## src/rtl/tiny8_types.sv

```systemverilog
// Shared types for the tiny8 core: opcodes, ALU ops and control FSM states,
// plus the bundle of control outputs driven into the datapath.
package tiny8_types;

  // Decoded opcode from the datapath IR. Encoding 3'd7 is deliberately left
  // unassigned so that it decodes as an illegal instruction.
  typedef enum logic [2:0] {
    op_addi = 3'd0,
    op_inc  = 3'd1,
    op_acc  = 3'd2,
    op_ldr  = 3'd3,
    op_str  = 3'd4,
    op_jmp  = 3'd5,
    op_halt = 3'd6
  } tiny8_opcode;

  typedef enum logic [1:0] {
    alu_add  = 2'd0,
    alu_sub  = 2'd1,
    alu_and  = 2'd2,
    alu_pass = 2'd3
  } tiny8_aluop;

  typedef enum logic [2:0] {
    FETCH  = 3'd0,
    DECODE = 3'd1,
    EXEC   = 3'd2,
    LDR    = 3'd3,
    STR    = 3'd4,
    HALT   = 3'd5,
    FAULT  = 3'd6
  } tiny8_ctrl_state;

  // Width of the memory-wait counter; the timeout limit must fit in it.
  localparam int unsigned WAIT_W = 8;

  // addrmux_sel encodings
  localparam logic [1:0] ADDR_PC = 2'd0;
  localparam logic [1:0] ADDR_RS = 2'd1;
  localparam logic [1:0] ADDR_RD = 2'd2;

  // Everything the FSM drives into the datapath and memory.
  typedef struct packed {
    logic       load_pc;
    logic       load_ir;
    logic       load_acc;
    logic       load_rs;
    logic       load_rd;
    tiny8_aluop aluop;
    logic       pcmux_sel;
    logic [1:0] addrmux_sel;
    logic       alumux1_sel;
    logic       alumux2_sel;
    logic       regfilemux_sel;
    logic       mem_read;
    logic       mem_write;
    logic       halted;
    logic       fault;
  } tiny8_ctrl_t;

  // Idle value: nothing loaded, no strobes, selects at 0, ALU adding.
  localparam tiny8_ctrl_t CTRL_IDLE = '{
    load_pc: 1'b0, load_ir: 1'b0, load_acc: 1'b0, load_rs: 1'b0,
    load_rd: 1'b0, aluop: alu_add, pcmux_sel: 1'b0, addrmux_sel: ADDR_PC,
    alumux1_sel: 1'b0, alumux2_sel: 1'b0, regfilemux_sel: 1'b0,
    mem_read: 1'b0, mem_write: 1'b0, halted: 1'b0, fault: 1'b0
  };

  // States that hold a memory strobe and wait on mem_resp.
  function automatic logic is_mem_state(tiny8_ctrl_state s);
    return (s == FETCH) || (s == LDR) || (s == STR);
  endfunction

endpackage

```

## src/rtl/tiny8_wait_timer.sv

```systemverilog
// Memory-wait counter. Counts cycles spent in a memory state without a
// response and flags the cycle in which the wait budget is exhausted.
module tiny8_wait_timer
  import tiny8_types::*;
#(
  parameter int unsigned LIMIT = 255  // 1..255 wait cycles before timeout
) (
  input  logic clk,
  input  logic rst_n,
  input  logic busy_i,     // FSM is in a memory state this cycle
  input  logic resp_i,     // memory response this cycle
  output logic timeout_o   // last allowed wait cycle passed without response
);

  localparam logic [WAIT_W-1:0] LAST = WAIT_W'(LIMIT - 1);

  logic [WAIT_W-1:0] cnt_q, cnt_d;

  // The count shows how many wait cycles already elapsed, so the LIMIT-th
  // wait cycle is the one where cnt_q == LIMIT-1. A response in that same
  // cycle suppresses the timeout.
  assign timeout_o = busy_i && !resp_i && (cnt_q == LAST);

  // Clear whenever a memory state is left (response, timeout) or not
  // occupied, so every entry into FETCH/LDR/STR starts from zero.
  always_comb begin
    cnt_d = cnt_q + 1'b1;
    if (!busy_i || resp_i || timeout_o) cnt_d = '0;
  end

  // Counter register.
  always_ff @(posedge clk or negedge rst_n) begin
    if (!rst_n) cnt_q <= '0;
    else        cnt_q <= cnt_d;
  end

endmodule

```

## src/rtl/tiny8_control.sv

```systemverilog
// Multicycle control FSM for the tiny8 core. Sequences fetch, decode,
// execute and memory access, drives every datapath load/select and the
// memory strobes, and parks in HALT or FAULT until reset.
module tiny8_control
  import tiny8_types::*;
#(
  parameter int unsigned TIMEOUT_CYCLES = 255  // 1..255
) (
  input  logic        clk,
  input  logic        rst_n,
  input  tiny8_opcode opcode,
  input  logic        mem_resp,
  output logic        load_pc,
  output logic        load_ir,
  output logic        load_acc,
  output logic        load_rs,
  output logic        load_rd,
  output tiny8_aluop  aluop,
  output logic        pcmux_sel,
  output logic [1:0]  addrmux_sel,
  output logic        alumux1_sel,
  output logic        alumux2_sel,
  output logic        regfilemux_sel,
  output logic        mem_read,
  output logic        mem_write,
  output logic        halted,
  output logic        fault
);

  tiny8_ctrl_state state_q, state_d;
  tiny8_ctrl_t     ctrl;
  logic            busy;
  logic            timeout;

  assign busy = is_mem_state(state_q);

  tiny8_wait_timer #(
    .LIMIT(TIMEOUT_CYCLES)
  ) u_wait_timer (
    .clk      (clk),
    .rst_n    (rst_n),
    .busy_i   (busy),
    .resp_i   (mem_resp),
    .timeout_o(timeout)
  );

  // State register.
  always_ff @(posedge clk or negedge rst_n) begin
    if (!rst_n) state_q <= FETCH;
    else        state_q <= state_d;
  end

  // Next-state logic. A response always beats a timeout in the same cycle;
  // mem_resp in non-memory states has no effect.
  always_comb begin
    state_d = state_q;
    unique case (state_q)
      FETCH: begin
        if (mem_resp)     state_d = DECODE;
        else if (timeout) state_d = FAULT;
      end
      DECODE: begin
        case (opcode)
          op_addi, op_inc, op_acc, op_jmp: state_d = EXEC;
          op_ldr:                          state_d = LDR;
          op_str:                          state_d = STR;
          op_halt:                         state_d = HALT;
          default:                         state_d = FAULT;
        endcase
      end
      EXEC: state_d = FETCH;
      LDR, STR: begin
        if (mem_resp)     state_d = FETCH;
        else if (timeout) state_d = FAULT;
      end
      HALT:    state_d = HALT;
      FAULT:   state_d = FAULT;
      default: state_d = FAULT;
    endcase
  end

  // Output decode from state and mem_resp. Held idle while rst_n is low so
  // an access in flight loses its strobe immediately, not at the next edge.
  always_comb begin
    ctrl = CTRL_IDLE;
    if (rst_n) begin
      unique case (state_q)
        FETCH: begin
          ctrl.mem_read    = 1'b1;
          ctrl.addrmux_sel = ADDR_PC;
          if (mem_resp) begin
            // IR captures the instruction while pc advances to pc+1.
            ctrl.load_ir   = 1'b1;
            ctrl.load_pc   = 1'b1;
            ctrl.pcmux_sel = 1'b0;
          end
        end
        DECODE: ;
        EXEC: begin
          case (opcode)
            op_addi: begin
              ctrl.alumux1_sel    = 1'b0;
              ctrl.alumux2_sel    = 1'b1;
              ctrl.regfilemux_sel = 1'b0;
              ctrl.load_rd        = 1'b1;
            end
            op_inc: begin
              ctrl.alumux1_sel = 1'b0;
              ctrl.alumux2_sel = 1'b0;
              ctrl.load_rs     = 1'b1;
            end
            op_acc: begin
              ctrl.alumux1_sel = 1'b1;
              ctrl.alumux2_sel = 1'b0;
              ctrl.load_acc    = 1'b1;
            end
            op_jmp: begin
              // pc already holds pc+1 from FETCH; offset is relative to it.
              ctrl.pcmux_sel = 1'b1;
              ctrl.load_pc   = 1'b1;
            end
            default: ;
          endcase
        end
        LDR: begin
          ctrl.mem_read    = 1'b1;
          ctrl.addrmux_sel = ADDR_RS;
          if (mem_resp) begin
            ctrl.regfilemux_sel = 1'b1;
            ctrl.load_rd        = 1'b1;
          end
        end
        STR: begin
          ctrl.mem_write   = 1'b1;
          ctrl.addrmux_sel = ADDR_RD;
        end
        HALT:    ctrl.halted = 1'b1;
        FAULT:   ctrl.fault  = 1'b1;
        default: ctrl.fault  = 1'b1;
      endcase
    end
  end

  assign load_pc        = ctrl.load_pc;
  assign load_ir        = ctrl.load_ir;
  assign load_acc       = ctrl.load_acc;
  assign load_rs        = ctrl.load_rs;
  assign load_rd        = ctrl.load_rd;
  assign aluop          = ctrl.aluop;
  assign pcmux_sel      = ctrl.pcmux_sel;
  assign addrmux_sel    = ctrl.addrmux_sel;
  assign alumux1_sel    = ctrl.alumux1_sel;
  assign alumux2_sel    = ctrl.alumux2_sel;
  assign regfilemux_sel = ctrl.regfilemux_sel;
  assign mem_read       = ctrl.mem_read;
  assign mem_write      = ctrl.mem_write;
  assign halted         = ctrl.halted;
  assign fault          = ctrl.fault;

endmodule

```

## config.mk

```make
export PLATFORM = sky130hd
export DESIGN_NAME = tiny8_control
export DESIGN_NICKNAME = d
export VERILOG_FILES = /design/src/rtl/tiny8_types.sv /design/src/rtl/tiny8_wait_timer.sv /design/src/rtl/tiny8_control.sv
export SDC_FILE = /design/constraint.sdc
export NUM_CORES = 1
export LEC_CHECK = 0
export ABC_AREA = 1
export CAP_MARGIN = 10
export CORE_AREA = 2 2 44 46
export DETAILED_ROUTE_END_ITERATION = 8
export DIE_AREA = 0 0 46 48
export HOLD_SLACK_MARGIN = 0.15
export PLACE_DENSITY = 0.78
export SLEW_MARGIN = 20
export SYNTH_ARGS = -nofsm -noshare
export SYNTH_HDL_FRONTEND = slang
export SYNTH_SLANG_ARGS = --single-unit
```

## constraint.sdc

```tcl
create_clock -name clk -period 3.4 [get_ports clk]
set_input_delay 0.34 -clock clk [delete_from_list [all_inputs] [get_ports clk]]
set_output_delay 0.34 -clock clk [all_outputs]
set_load 0.1 [all_outputs]
```

* Yosys cells after proc, flatten, opt, wreduce, memory -nomap -nowiden
Index checks and enable logic that the tools add are counted.
** Cells by class
- $add $sub $neg :: 1
- Equality and inequality tests :: 12
- Multiplexer cells :: 27
- Reductions and logical operators :: 14
** Operators with widths (count)
- $eq 3x3->1 const B :: 5
- $pmux 3 s5 :: 1
- $eq 3x2->1 const B :: 4
- $mux 1 :: 12
- $pmux 3 s4 :: 1
- $mux 10 :: 1
- $mux 3 :: 3
- $add 8x1->8 const B :: 1
- $eq 8x8->1 const B :: 1
- $mux 8 :: 1
- $pmux 2 s2 :: 2
- $eq 3x1->1 const B :: 2
- $logic_not 3->1 :: 2
- $mux 2 :: 3
- $reduce_or 6->1 :: 1
- $mux 5 :: 1
- $logic_or 1x1->1 :: 4
- $pmux 1 s2 :: 2
- $reduce_or 2->1 :: 2
- $reduce_or 4->1 :: 1
- $logic_and 1x1->1 :: 2
- $logic_not 1->1 :: 2
** Storage, ports and cells
- Flip-flop bits (word level) :: 11
- Bits of input ports :: 6
- Output and inout bits :: 17
- Logic and storage cells :: 56

* Depth between registers and ports, before layout
Gate-level depths: netlist (run 1).
- Depth in word-level cells :: 8
- Gate-level depth with buffers :: 8
- Depth with buffers taken out :: 7

* Modules after synthesis
Synthesis (run 1) repeated with hierarchy kept, for this count alone.
** Second synthesis, totals
- Cells, all modules :: 119
- Area, all modules :: 802.0 µm²
** Modules (own cells, without submodules)
- tiny8_wait_timer :: times used 1, cells an instance 51, area an instance 419.2 µm², sequential area each 200.2 µm²
- tiny8_control :: times used 1, cells an instance 68, area an instance 382.9 µm², sequential area each 75.1 µm²

* Worst setup path after synthesis (run 1)
Ideal clock, no wire load.
- Path type :: register to output
- From :: register state_q[0]
- To :: output addrmux_sel[1]
- Arrival time :: 3.396 ns
- Required time :: 3.060 ns
- Setup slack :: -0.336 ns
- Cell stages (with the launch flop) :: 3
- Buffers on the path :: 1
- Path through :: dfrtp_1 buf_4 nor4_1
** Between the ends
- Longest elaborated chain between the ends :: 3
- Elaborated cells on any way between the ends :: 4
- Classes of those cells :: eq/ne: 2; mux: 2
** Ends and longest elaborated chain
- from (decl) :: line tiny8_control.sv:30 : tiny8_ctrl_state state_q, state_d;
- from (signal assigned) :: line tiny8_control.sv:50 : else state_q <= state_d;
- $eq 3x3->1 / $eq 3x2->1 (equally long branches) :: line tiny8_control.sv:87 : unique case (state_q)
- $pmux 2 s2 (*) :: line tiny8_control.sv:87
- $mux 10 (*) :: line tiny8_control.sv:86 : if (rst_n) begin
- to (decl) :: line tiny8_control.sv:20 : output logic [1:0] addrmux_sel,
Every way passes the cells marked *; elsewhere a longest branch is shown, timed or not.

* Worst setup path in the final report (run 1)
- From :: input rst_n
- To :: output load_rd
** Between the ends
- Longest elaborated chain between the ends :: 1
** Ends and longest elaborated chain
- from (decl) :: line tiny8_control.sv:10 : input logic rst_n,
- $mux 5 :: line tiny8_control.sv:86
- to (decl) :: line tiny8_control.sv:17 : output logic load_rd,
No other way between the ends.

==> results by group, run 1 <==
Finish
  – Area Growth Syn to Fin: 27.3%
  – Final nets: approximately 150
  – Final std cells w/o fill: around 160
  – Most frequent cells in the layout: 29 x nand2_1, 27 x nor2_1, 15 x inv_1
  – Ant. Diodes: 0
  – Commonest non-fill, non-tap cell in the layout: nand2_1
  – Layout cells sized above 1: around 18%

Place
  – Final GP Congestion: 0.833
  – Dpl cells: approximately 160
  – PortBufs: 20
  – HPWL after DPL: 1400 um

Clocking
  – Clock Tree Buf Depth: 2
  – Number of H-tree levels: 1
  – Clk slew on worst S/H paths: around 0.06 ns
  – Post_cts resized: 0
  – CTS Buf Count: 3
  – Post-CTS Setup Inserts: 0
  – # clock sinks: 11
  – Root Driver: clkbuf_4
  – Clock Latency Late Sink: between 0.2 and 0.3 ns
  – Post-cts hold buffer count: 0
  – TritonCTS clock tree: built

GRT
  – First-pass GRT wire length: between 2000 and 3000 um
  – GRT Resource Usage Total: between 10% and 20%
  – Antenna violations before repair: 0
  – Grt ovf: 0
  – Largest net degree at the start of global routing: 14
  – Vias in the first global route: 717

Detailed routing
  – Drt drc: 0
  – DRT Pass-1 Iters: 4
  – Vias per cell: just over 5
  – Routed WL per cell: 10.8 um
  – Starting DRT DRC Count: 20
  – Antenna Nets Post-Route: 0
  – Final WL: between 1500 and 2000 um
  – Vias: between 800 and 900

Run
  – Max cap viols: 0

Timing
  – Fmax: 420 MHz
  – Final setup violation count: 0
  – Pins Over Slew Limit: 0
  – Unrepaired setup endpoints after global routing: false
  – Setup Skew: about 0.00084 ns
  – Final min period: 2.38 ns
  – Post-route clock period utilization: 70.0%
  – Final hold violation count: 0

Power
  – Peak VDD IR: between 0.0003 and 0.0004 V
  – Power Density: between 600 and 700 nW/um^2
  – Pwr Total: between 0.0007 and 0.0008 W
  – Leak pwr: 0.521 nW

Yosys
  – Avg Cell Area, Syn: 6.58 sq um
  – Synth unique cells: 21
  – Synthesized area: approximately 800 sq um
  – Top cells by area, synth: dfrtp_1 34%, nand2_1 14%, nor2_1 13%
  – Area leader, netlist: dfrtp_1
  – Mapped Cells: 122
  – Sequential fraction of the synthesis area: between 30% and 40%
  – YS warnings: 0
  – Yosys reg bits: 11
  – Area fraction of the dominant cell type after synthesis: approximately 34%

Critical path
  – Worst setup EP type: primary output
  – WS Path Type: in -> out
  – WP data arrival: 2.04 ns
  – R2R depth: 5
  – WP data required: about 3.1 ns
  – R2R Path End: u_wait_timer.cnt_q[0]
  – Worst R2R Setup Slack: around 2.2 ns
  – Worst-path maximum fanout: 13
  – CP startpoint kind: primary input
  – Reg-to-Reg Start: u_wait_timer.cnt_q[0]

Run status
  – Status: finished clean

Floorplan
  – Die area: ~2200 sq um
  – FP Rows: 15
  – Core Area: approximately 1700 sq um
  – Boundary pin count: 23
  – Initial Utilization: 47.6%
  – Die X: ~46 um
  – Die height: between 40 and 50 um

Min path
  – Worst hold-check path type: in -> async
Yosys cell counts (all sizes together):
library cell,n
xor2,1
dfrtp,11
nand4,2
a21oi,2
buf,4
nor4,2
clkinv,1
o21ai,4
nor3,2
nand3,10
conb,1
xnor2,3
ha,2
nand2,31
nor2,30
inv,16
flip-flops by register name, summed over array words and instances (netlist names):
register / count
state_q: 3
u_wait_timer.cnt_q: 8
worst max-delay path by stage:
stage	slack, ns	from	to
CTS	1.00	rst_n	load_rs
global route	0.86	rst_n	load_rd
detailed placement	1.01	rst_n	load_rs
finish	1.02	rst_n	load_rd
global placement	1.04	rst_n	load_rd
floorplan	-0.34	state_q[0]	addrmux_sel[1]
power breakdown:
part | switching [W] | leakage (nW) | internal, W
Clock | 0.0000437 | 0.0150 | 0.0000456
Combinational | 0.000320 | 0.356 | 0.000102
Sequential | 0.0000441 | 0.149 | 0.000159
Total | 0.000408 | 0.521 | 0.000306
critical path, stage by stage:
cell,delay (ns)
clkdlybuf4s50_1,0.45
buf_4,0.20
clkinv_1,0.26
nor2_1,0.16
nand2_1,0.09
o21ai_0,0.31
buf_12,0.22
routing by layer:
| layer | up-vias | GRT usage [%] | wire length [um] |
|---|---|---|---|
| li1 | 419 | - | - |
| met1 | 379 | 20.8 | 709 |
| met2 | 17 | 35.0 | 941 |
| met3 | 2 | 4.53 | 68 |
| met4 | 0 | 6.86 | 26 |
| met5 | - | 0 | 0 |
final cells by class:
cell class              instances  area (sq um)
repair buffers                 21           195
multi-input cells              91           440
clock buffers                   4          26.3
flip-flops and latches         11           275
well taps                      17          21.3
inverters                      17          63.8
fillers                       166           667
cells by family after synthesis:
| logic type | count (synthesis) | share of synthesized area, % |
|---|---|---|
| AO/OA/AOI/OAI | 6 | 5.14 |
| other | 1 | 0.467 |
| buffers and inverters | 21 | 11.7 |
| AND/OR/NAND/NOR | 77 | 41.0 |
| adder cells (fa/ha/maj) | 2 | 3.11 |
| flip-flops | 11 | 34.3 |
| XOR/XNOR | 4 | 4.36 |
metrics by stage:
stage                     setup WS, ns  utilization (%)  TNS [ns]  hold slack, ns  area (sq um)
after floorplan                 -0.336                -    -0.672          0.0444           810
after global placement            1.04             59.0         0           0.500           996
after detailed placement          1.01             59.0         0           0.506           996
after CTS                         1.00             60.5         0           0.353          1020
after global routing             0.862             60.5         0           0.363          1020
final                             1.02             60.5         0           0.356          1020
Note: power is estimated with default switching activity, not from simulation.
==> inputs of run 2 (changes only) <==
--- a/config.mk
+++ b/config.mk
@@ -7,11 +7,11 @@
 export LEC_CHECK = 0
 export ABC_AREA = 1
 export CAP_MARGIN = 10
-export CORE_AREA = 2 2 44 46
+export CORE_AREA = 2 2 45 47
 export DETAILED_ROUTE_END_ITERATION = 8
-export DIE_AREA = 0 0 46 48
+export DIE_AREA = 0 0 47 49
 export HOLD_SLACK_MARGIN = 0.15
-export PLACE_DENSITY = 0.78
+export PLACE_DENSITY = 0.74
 export SLEW_MARGIN = 20
 export SYNTH_ARGS = -nofsm -noshare
 export SYNTH_HDL_FRONTEND = slang
==> constraint.sdc (replaced) <==
create_clock -name clk -period 2.19 [get_ports clk]
set_input_delay 0.219 -clock clk [delete_from_list [all_inputs] [get_ports clk]]
set_output_delay 0.219 -clock clk [all_outputs]
set_load 0.1 [all_outputs]
==> run 2 against run 1 <==
  * Flip-flop and latch count did not move
  * Cell area rose by 24%
  * Highest routed layer unchanged
  * Critical endpoint unchanged
  * Combinational power rose by 85%
  * Utilization rose by 8.1 points
  * Sequential share of layout area fell by 5.1 points
==> results by group, run 2 (same netlist as run 1, synthesis figures left out) <==
Run status
  – Status: finished clean

Critical path
  – Reg-to-Reg Start: state_q[2]
  – Max incr delay on CP: 0.43 ns
  – WP data required: a little under 2 ns
  – WP data arrival: roughly 1.8 ns
  – Worst-path maximum fanout: 7
  – CP startpoint kind: flop
  – CP cell instances: inv_1 -> nand3_1 -> nor2_4 -> nand2_1 -> o21ai_2 -> buf_12
  – CP Launch Point: state_q[2]
  – Worst setup EP type: primary output
  – R2R depth: 5
  – Critical-path top delay cell: dfrtp_1
  – WS Path Type: reg -> out

Timing
  – Setup Skew: ~0.0026 ns
  – Unrepaired setup endpoints after global routing: false
  – Pins Over Slew Limit: 0
  – Final min period: about 2.0 ns
  – Final hold violation count: 0
  – Fmax: approximately 500 MHz
  – Setup slack after layout: 0.207 ns
  – Post-route clock period utilization: 90.6%
  – Final setup violation count: 0

Place
  – Dpl ws: between 0.3 and 0.4 ns
  – HPWL after DPL: approximately 1500 um
  – PortBufs: 20
  – DP Area: around 1200 sq um
  – Final GP Congestion: a little under 0.8

GRT
  – Grt ovf: 0
  – Vias in the first global route: 777
  – GRT Resource Usage Total: 18.4%
  – Largest net degree at the start of global routing: 13
  – Antenna violations before repair: 0
  – First-pass GRT wire length: roughly 3100 um

Finish
  – Fillcell total: 160
  – Most frequent cells in the layout: 29 x nand2_1, 23 x nor2_1, 15 x buf_12
  – Largest register FFs: 8
  – Commonest non-fill, non-tap cell in the layout: nand2_1
  – Final instance area: 1260 sq um
  – Fin util: between 60% and 70%
  – Area Growth Syn to Fin: 57.3%
  – Layout cells sized above 1: between 20% and 30%
  – Final nets: between 150 and 200
  – Ant. Diodes: 0
  – Top flop regs: u_wait_timer.cnt_q: 8 flops, state_q: 3 flops
  – Top reg by flops: u_wait_timer.cnt_q

Clocking
  – Root Driver: clkbuf_4
  – Post-cts hold buffer count: 0
  – CTS Buf Count: 3
  – Post_cts resized: 0
  – Number of H-tree levels: 1
  – # clock sinks: 11
  – Post-CTS Setup Inserts: 0
  – Clock Latency Late Sink: approximately 0.28 ns
  – Clock Tree Buf Depth: 2
  – Clk slew on worst S/H paths: ~0.07 ns
  – TritonCTS clock tree: built

Floorplan
  – Die area: 2300 sq um
  – Die X: approximately 47 um
  – Core Area: 1840 sq um
  – Initial Utilization: a little over two fifths
  – Die height: ~49 um
  – Boundary pin count: 23
  – FP Rows: 16

Power
  – Leak pwr: ~0.56 nW
  – Peak VDD IR: slightly below 0.0006 V
  – Power Density: between 900 and 1000 nW/um^2

Detailed routing
  – Starting DRT DRC Count: 8
  – Vias: roughly 800
  – DRT Pass-1 Iters: 4
  – Drt drc: 0
  – Final WL: between 1500 and 2000 um
  – Routed WL per cell: a little over 10 um
  – Vias per cell: around 4.7
  – Antenna Nets Post-Route: 0

Min path
  – Worst hold-check path type: in -> async

Run
  – Max cap viols: 0
==> run 2: worst max-delay path: cells and delay by family, from the launching register on <==
kind,cells,cell delay [ns]
DFF,1,0.43
and+or+nand+nor,3,0.55
buffers and inverters,2,0.39
AOI/OAI and AO/OA,1,0.11
==> run 2: final cells by class <==
| cell class | count | area, sq um | area share, % |
|---|---|---|---|
| sequential | 11 | 275 | 21.8 |
| clock buffer | 4 | 26.3 | 2.08 |
| timing repair buffer | 22 | 365 | 28.9 |
| tap | 27 | 33.8 | 2.67 |
| multi-input combinational | 91 | 495 | 39.2 |
| inverter | 17 | 67.6 | 5.35 |
==> run 2: where the power goes <==
part / switching (W) / total (W) / leakage, nW / internal (W)
clock network: 0.0000683 / 0.000139 / 0.0150 / 0.0000708
logic: 0.000523 / 0.000779 / 0.395 / 0.000256
registers: 0.0000710 / 0.000317 / 0.149 / 0.000246
total: 0.000662 / 0.00124 / 0.559 / 0.000573
==> run 2: through the flow <==
stage / power, W / instances / TNS (ns) / hold slack, ns
finish: 0.00124 / 172 / 0 / 0.292
floorplan: 0.000876 / 123 / -0.534 / -0.0766
global route: 0.00132 / 172 / 0 / 0.319
global placement: 0.00109 / 168 / 0 / 0.501
CTS: 0.00125 / 172 / 0 / 0.288
detailed placement: 0.00111 / 168 / 0 / 0.509
==> run 2: metal layers <==
metal	wire (um)	global-route usage [%]	part of all wire, %
met2	933	31.5	54
met3	75	3.33	4.3
met1	684	20.9	39
met5	0	0	0
met4	41	8.80	2.4
==> run 2: worst paths after layout <==
check,endpoint,slack [ns]
worst min-delay path,state_q[2],0.29
worst min register to register,u_wait_timer.cnt_q[0],0.51
max in group asynchronous,u_wait_timer.cnt_q[0],1.74
min in group clk,u_wait_timer.cnt_q[0],0.51
worst max register to register,state_q[1],0.92
worst max-delay path,load_rd,0.21
